[config.mk]
export PLATFORM = sky130hd
export DESIGN_NAME = seq_divider_16
export DESIGN_NICKNAME = d
export VERILOG_FILES = /design/src/rtl/seq_divider_16.sv
export SDC_FILE = /design/constraint.sdc
export NUM_CORES = 1
export LEC_CHECK = 0
export CORE_ASPECT_RATIO = 1.25
export CORE_UTILIZATION = 62
export DETAILED_ROUTE_END_ITERATION = 8
export PLACE_DENSITY = 0.95
export SLEW_MARGIN = 20
export SYNTH_ARGS = -nofsm -noshare
export SYNTH_HDL_FRONTEND = slang
export SYNTH_SLANG_ARGS = --single-unit
export TNS_END_PERCENT = 10
[constraint.sdc]
create_clock -name clk -period 6.4 [get_ports clk]
set_input_delay 0.64 -clock clk [delete_from_list [all_inputs] [get_ports clk]]
set_output_delay 0.64 -clock clk [all_outputs]
set_load 0.01 [all_outputs]
[src/rtl/seq_divider_16.sv]
// Iterative restoring divider: one trial subtraction per clock, signed or unsigned.
// Start/Busy/Done handshake; results are held until the next accepted operation finishes.
module seq_divider_16 #(
  parameter int WIDTH = 16
) (
  input  logic             clk,
  input  logic             rst_n,
  input  logic             Start,
  input  logic             Signed,
  input  logic [WIDTH-1:0] A,
  input  logic [WIDTH-1:0] B,
  output logic [WIDTH-1:0] Q,
  output logic [WIDTH-1:0] R,
  output logic             DZ,
  output logic             V,
  output logic             Busy,
  output logic             Done
);

  localparam int CW = $clog2(WIDTH);
  localparam logic [WIDTH-1:0] ZERO = {WIDTH{1'b0}};
  localparam logic [WIDTH-1:0] ONES = {WIDTH{1'b1}};
  localparam logic [WIDTH-1:0] ONE  = {{(WIDTH-1){1'b0}}, 1'b1};
  localparam logic [WIDTH-1:0] MINV = {1'b1, {(WIDTH-1){1'b0}}};

  typedef enum logic [1:0] {
    IDLE = 2'd0,
    CALC = 2'd1,
    FIX  = 2'd2
  } state_t;

  state_t           state_r;
  logic [WIDTH-1:0] dvd_r;
  logic [WIDTH-1:0] dvs_r;
  logic [WIDTH-1:0] quot_r;
  logic [WIDTH-1:0] a_r;
  logic [WIDTH:0]   p_r;
  logic [CW-1:0]    cnt_r;
  logic             qneg_r;
  logic             rneg_r;
  logic             dz_r;
  logic             ov_r;

  logic [WIDTH:0]   p_shift_s;
  logic [WIDTH:0]   p_next_s;
  logic             q_bit_s;

  function automatic logic [WIDTH-1:0] neg(input logic [WIDTH-1:0] v);
    return ~v + ONE;
  endfunction

  // The most negative value negates to itself, which is its correct unsigned magnitude.
  function automatic logic [WIDTH-1:0] mag(input logic [WIDTH-1:0] v, input logic sgn);
    return (sgn && v[WIDTH-1]) ? neg(v) : v;
  endfunction

  // Trial subtraction of the divisor magnitude from the shifted partial remainder.
  always_comb begin
    p_shift_s = {p_r[WIDTH-1:0], dvd_r[WIDTH-1]};
    p_next_s  = p_shift_s;
    q_bit_s   = 1'b0;
    if (p_shift_s >= {1'b0, dvs_r}) begin
      p_next_s = p_shift_s - {1'b0, dvs_r};
      q_bit_s  = 1'b1;
    end else begin
      p_next_s = p_shift_s;
      q_bit_s  = 1'b0;
    end
  end

  // Control FSM, datapath registers and registered outputs.
  always_ff @(posedge clk or negedge rst_n) begin
    if (!rst_n) begin
      state_r <= IDLE;
      dvd_r   <= ZERO;
      dvs_r   <= ZERO;
      quot_r  <= ZERO;
      a_r     <= ZERO;
      p_r     <= {(WIDTH+1){1'b0}};
      cnt_r   <= {CW{1'b0}};
      qneg_r  <= 1'b0;
      rneg_r  <= 1'b0;
      dz_r    <= 1'b0;
      ov_r    <= 1'b0;
      Q       <= ZERO;
      R       <= ZERO;
      DZ      <= 1'b0;
      V       <= 1'b0;
      Busy    <= 1'b0;
      Done    <= 1'b0;
    end else begin
      case (state_r)
        IDLE: begin
          Done <= 1'b0;
          if (Start) begin
            a_r     <= A;
            dvd_r   <= mag(A, Signed);
            dvs_r   <= mag(B, Signed);
            qneg_r  <= Signed & (A[WIDTH-1] ^ B[WIDTH-1]);
            rneg_r  <= Signed & A[WIDTH-1];
            ov_r    <= Signed && (A == MINV) && (B == ONES);
            dz_r    <= (B == ZERO);
            p_r     <= {(WIDTH+1){1'b0}};
            quot_r  <= ZERO;
            cnt_r   <= {CW{1'b0}};
            Busy    <= 1'b1;
            state_r <= (B == ZERO) ? FIX : CALC;
          end else begin
            Busy    <= 1'b0;
          end
        end
        CALC: begin
          Done   <= 1'b0;
          p_r    <= p_next_s;
          quot_r <= {quot_r[WIDTH-2:0], q_bit_s};
          dvd_r  <= {dvd_r[WIDTH-2:0], 1'b0};
          cnt_r  <= cnt_r + CW'(1);
          if (cnt_r == CW'(WIDTH - 1)) begin
            state_r <= FIX;
          end else begin
            state_r <= CALC;
          end
        end
        FIX: begin
          if (dz_r) begin
            Q  <= ONES;
            R  <= a_r;
            DZ <= 1'b1;
            V  <= 1'b0;
          end else begin
            Q  <= qneg_r ? neg(quot_r) : quot_r;
            R  <= rneg_r ? neg(p_r[WIDTH-1:0]) : p_r[WIDTH-1:0];
            DZ <= 1'b0;
            V  <= ov_r;
          end
          Done    <= 1'b1;
          Busy    <= 1'b0;
          state_r <= IDLE;
        end
        default: begin
          state_r <= IDLE;
          Busy    <= 1'b0;
          Done    <= 1'b0;
        end
      endcase
    end
  end

endmodule

==> results.json <==
{
  "worstPathArrival_ns": 3.49,
  "synth-edff-count": 0,
  "period_share": 0.491,
  "final_cell_count_no_fill": 1012,
  "tightest_slew_ns": 0.863,
  "cts_buffers": 17,
  "outcome": "complete, but fails checks",
  "synth-seq-cells": 126,
  "placed_cells": 979,
  "cts_tree": "done",
  "synth.most_common_cell": "nand2_1",
  "core_um2": 11100,
  "grt_pass1_vias": 6249,
  "gr-total-overflow": 0,
  "timing.rr.start": "p_r[8]",
  "cts_resized": 0,
  "syn_area_um2": 7090,
  "dieHeight_um": 122,
  "synth_common_cells": "nand2_1, dfrtp_1, o21ai_0",
  "rr_worst_depth": 8,
  "ctsHoldBuffers": 0,
  "violations": "design-rule violations",
  "drt-initial-drc-count": 844,
  "rsz0062_at_grt": "false",
  "path_class": "flip-flop to flip-flop",
  "fillers": 688,
  "place.gp.congestion": 0.902,
  "fp.dieArea_um2": 11900,
  "wl_um": 19800,
  "drive_above_1_share": 0.0582,
  "cts.sink_count": 126,
  "synth_top_cell_area_share": 0.444,
  "reg2reg_setup_slack_ns": 3.25,
  "htreeDepth": 4,
  "clkTransAtPathRegs_ns": 0.06,
  "diodes": 0,
  "yosys-top-cells-area": "dfrtp_1, nand2_1, o21ai_0",
  "vias": 6598,
  "boundaryPins": 72,
  "port_buffers": 71,
  "grt_start_max_net_pins": 70,
  "die_w_um": 97.7,
  "post_cts_buffers": 0,
  "finalPower_mw": 5.01,
  "synthFlopType": "dfrtp_1",
  "synth_xor_area_frac": 0.0840,
  "first_pass_iters": 8,
  "critPathRequiredTime_ns": 6.74,
  "hold_viol_final": 0,
  "std_cell_rows": 43,
  "yosysWarningCount": 0,
  "synth_compound_area_frac": 0.180,
  "end_kind": "flip-flop",
  "clock_latency_ns": 0.42,
  "place_ws_ns": 3.53,
  "final-max-slew-violation-count": 0,
  "setup_viol": 0,
  "reg2reg_to": "p_r[0]",
  "layout.nets": 923,
  "grt_usage": 0.339,
  "async_flop_share": 1.00,
  "synth_fa_ha_area_frac": 0.0416,
  "vias_per_cell": 6.52,
  "hp-class": "input pin to async pin",
  "finalWorstSetupSlack_ns": 3.25,
  "clock_skew_ns": 0.0116,
  "critPathLaunchType": "flip-flop",
  "synth_top_area_cell": "dfrtp_1",
  "start_util": 0.637,
  "grt_pass1_wl_um": 31200,
  "syn_area_per_cell_um2": 8.78,
  "synth_fp_nets": 867,
  "maxCapViolCount": 0,
  "power.leakage_nw": 3.79,
  "fin_hold_ws_ns": 0.284,
  "wl_per_cell_um": 19.6,
  "ys_types": 58,
  "yosysSeqAreaShare": 0.444,
  "fin_tns_setup_ns": 0,
  "hpwl_um": 12500,
  "grt_antenna_before_repair": 0,
  "area_growth_pct": 19.9,
  "synth_top_family_by_area": "compound AO/OA/AOI/OAI gates",
  "powerDensity_nw_per_um2": 589,
  "ant_nets": 0,
  "max_freq_mhz": 318,
  "syn_inst": 808,
  "synthMuxAreaShare": 0.0312,
  "clock_path_buffers": 2,
  "slew_headroom": 0.425,
  "yosys.area_share.simple": 0.177,
  "ir_worst_vdd_uv": 290,
  "worstPathMaxFanout": 19,
  "clk_root_buffer_cell": "clkbuf_16",
  "period_minus_slack_ns": 3.15,
  "drc": 6
}
[worst max-delay path, stage by stage (launching register included)]
cell and delay [ns]:
dfrtp_1 0.49, ha_1 0.44, and4_1 0.29, nand4_1 0.14
nor4_1 0.54, nor2_1 0.23, o21ai_4 0.34, mux2i_1 0.37
a22o_1 0.22
[sequential cells by signal, summed over array words and instances (netlist names), 2 cells and up]
signal and cells:
quot_r 16, p_r 16, R 16, Q 16, cnt_r 4, dvd_r 16
state_r 2, dvs_r 16, a_r 16
[worst max path at each step]
stage          depth (start not counted)  startpoint  slack (ns)  endpoint
6_report                               8      p_r[8]        3.25    p_r[0]
5_1_grt                                8      p_r[8]        3.22    p_r[0]
4_1_cts                                8      p_r[0]        3.33    p_r[0]
3_5_place_dp                           8      p_r[5]        3.53    p_r[0]
3_3_place_gp                           8      p_r[2]        3.61    p_r[0]
2_1_floorplan                         10      p_r[2]        4.16   p_r[12]
[through the flow]
step	util	instance area [µm²]
after detailed placement	0.707	7870
after global routing	0.764	8510
after CTS	0.761	8470
after floorplan	-	7090
after global placement	0.707	7870
final	0.764	8510
[layout make-up]
| cell class | instances | area, µm² | share of cell area |
|---|---|---|---|
| flip-flops and latches | 126 | 3150 | 0.371 |
| clock buffers | 21 | 470 | 0.0553 |
| inverters | 33 | 124 | 0.0146 |
| repair buffers | 78 | 781 | 0.0918 |
| multi-input cells | 608 | 3680 | 0.433 |
| clock inverters | 11 | 129 | 0.0152 |
| well taps | 135 | 169 | 0.0199 |
[layout by cell type, fill, tap and decap left out, types with 4 or more instances in the layout]
cell type and n:
a21oi_1 50, a22o_1 15, a22oi_1 13, a31oi_1 8
buf_4 7, clkbuf_16 17, clkdlybuf4s50_1 70, dfrtp_1 126
ha_1 22, inv_1 32, inv_6 4, mux2i_1 21
nand2_1 139, nand2b_1 5, nand3_1 17, nand4_1 12
nor2_1 62, nor2b_1 6, nor3_1 12, o21ai_0 92
o31ai_1 10, o41ai_1 4, or3_1 6, xnor2_1 35
xor2_1 33
[power breakdown]
group / total, mW / switching [mW] / internal, mW
Combinational: 2.48 / 1.43 / 1.05
Sequential: 1.54 / 0.377 / 1.17
Clock: 0.984 / 0.376 / 0.608
Total: 5.01 / 2.18 / 2.82
[kinds of logic after synthesis]
| logic type | count (synthesis) |
|---|---|
| AO/OA/AOI/OAI | 214 |
| XOR/XNOR | 68 |
| adder cells (fa/ha/maj) | 23 |
| buffers and inverters | 74 |
| flip-flops | 126 |
| multiplexers | 22 |
| AND/OR/NAND/NOR | 281 |
[metal layers]
layer | vias up | routed length [µm] | global-route usage
met5 | - | 0 | 0
met4 | 0 | 1040 | 0.190
met3 | 102 | 1650 | 0.0620
met2 | 448 | 9660 | 0.556
met1 | 3124 | 7500 | 0.427
li1 | 2924 | - | -
(Power assumes the default switching activity.)
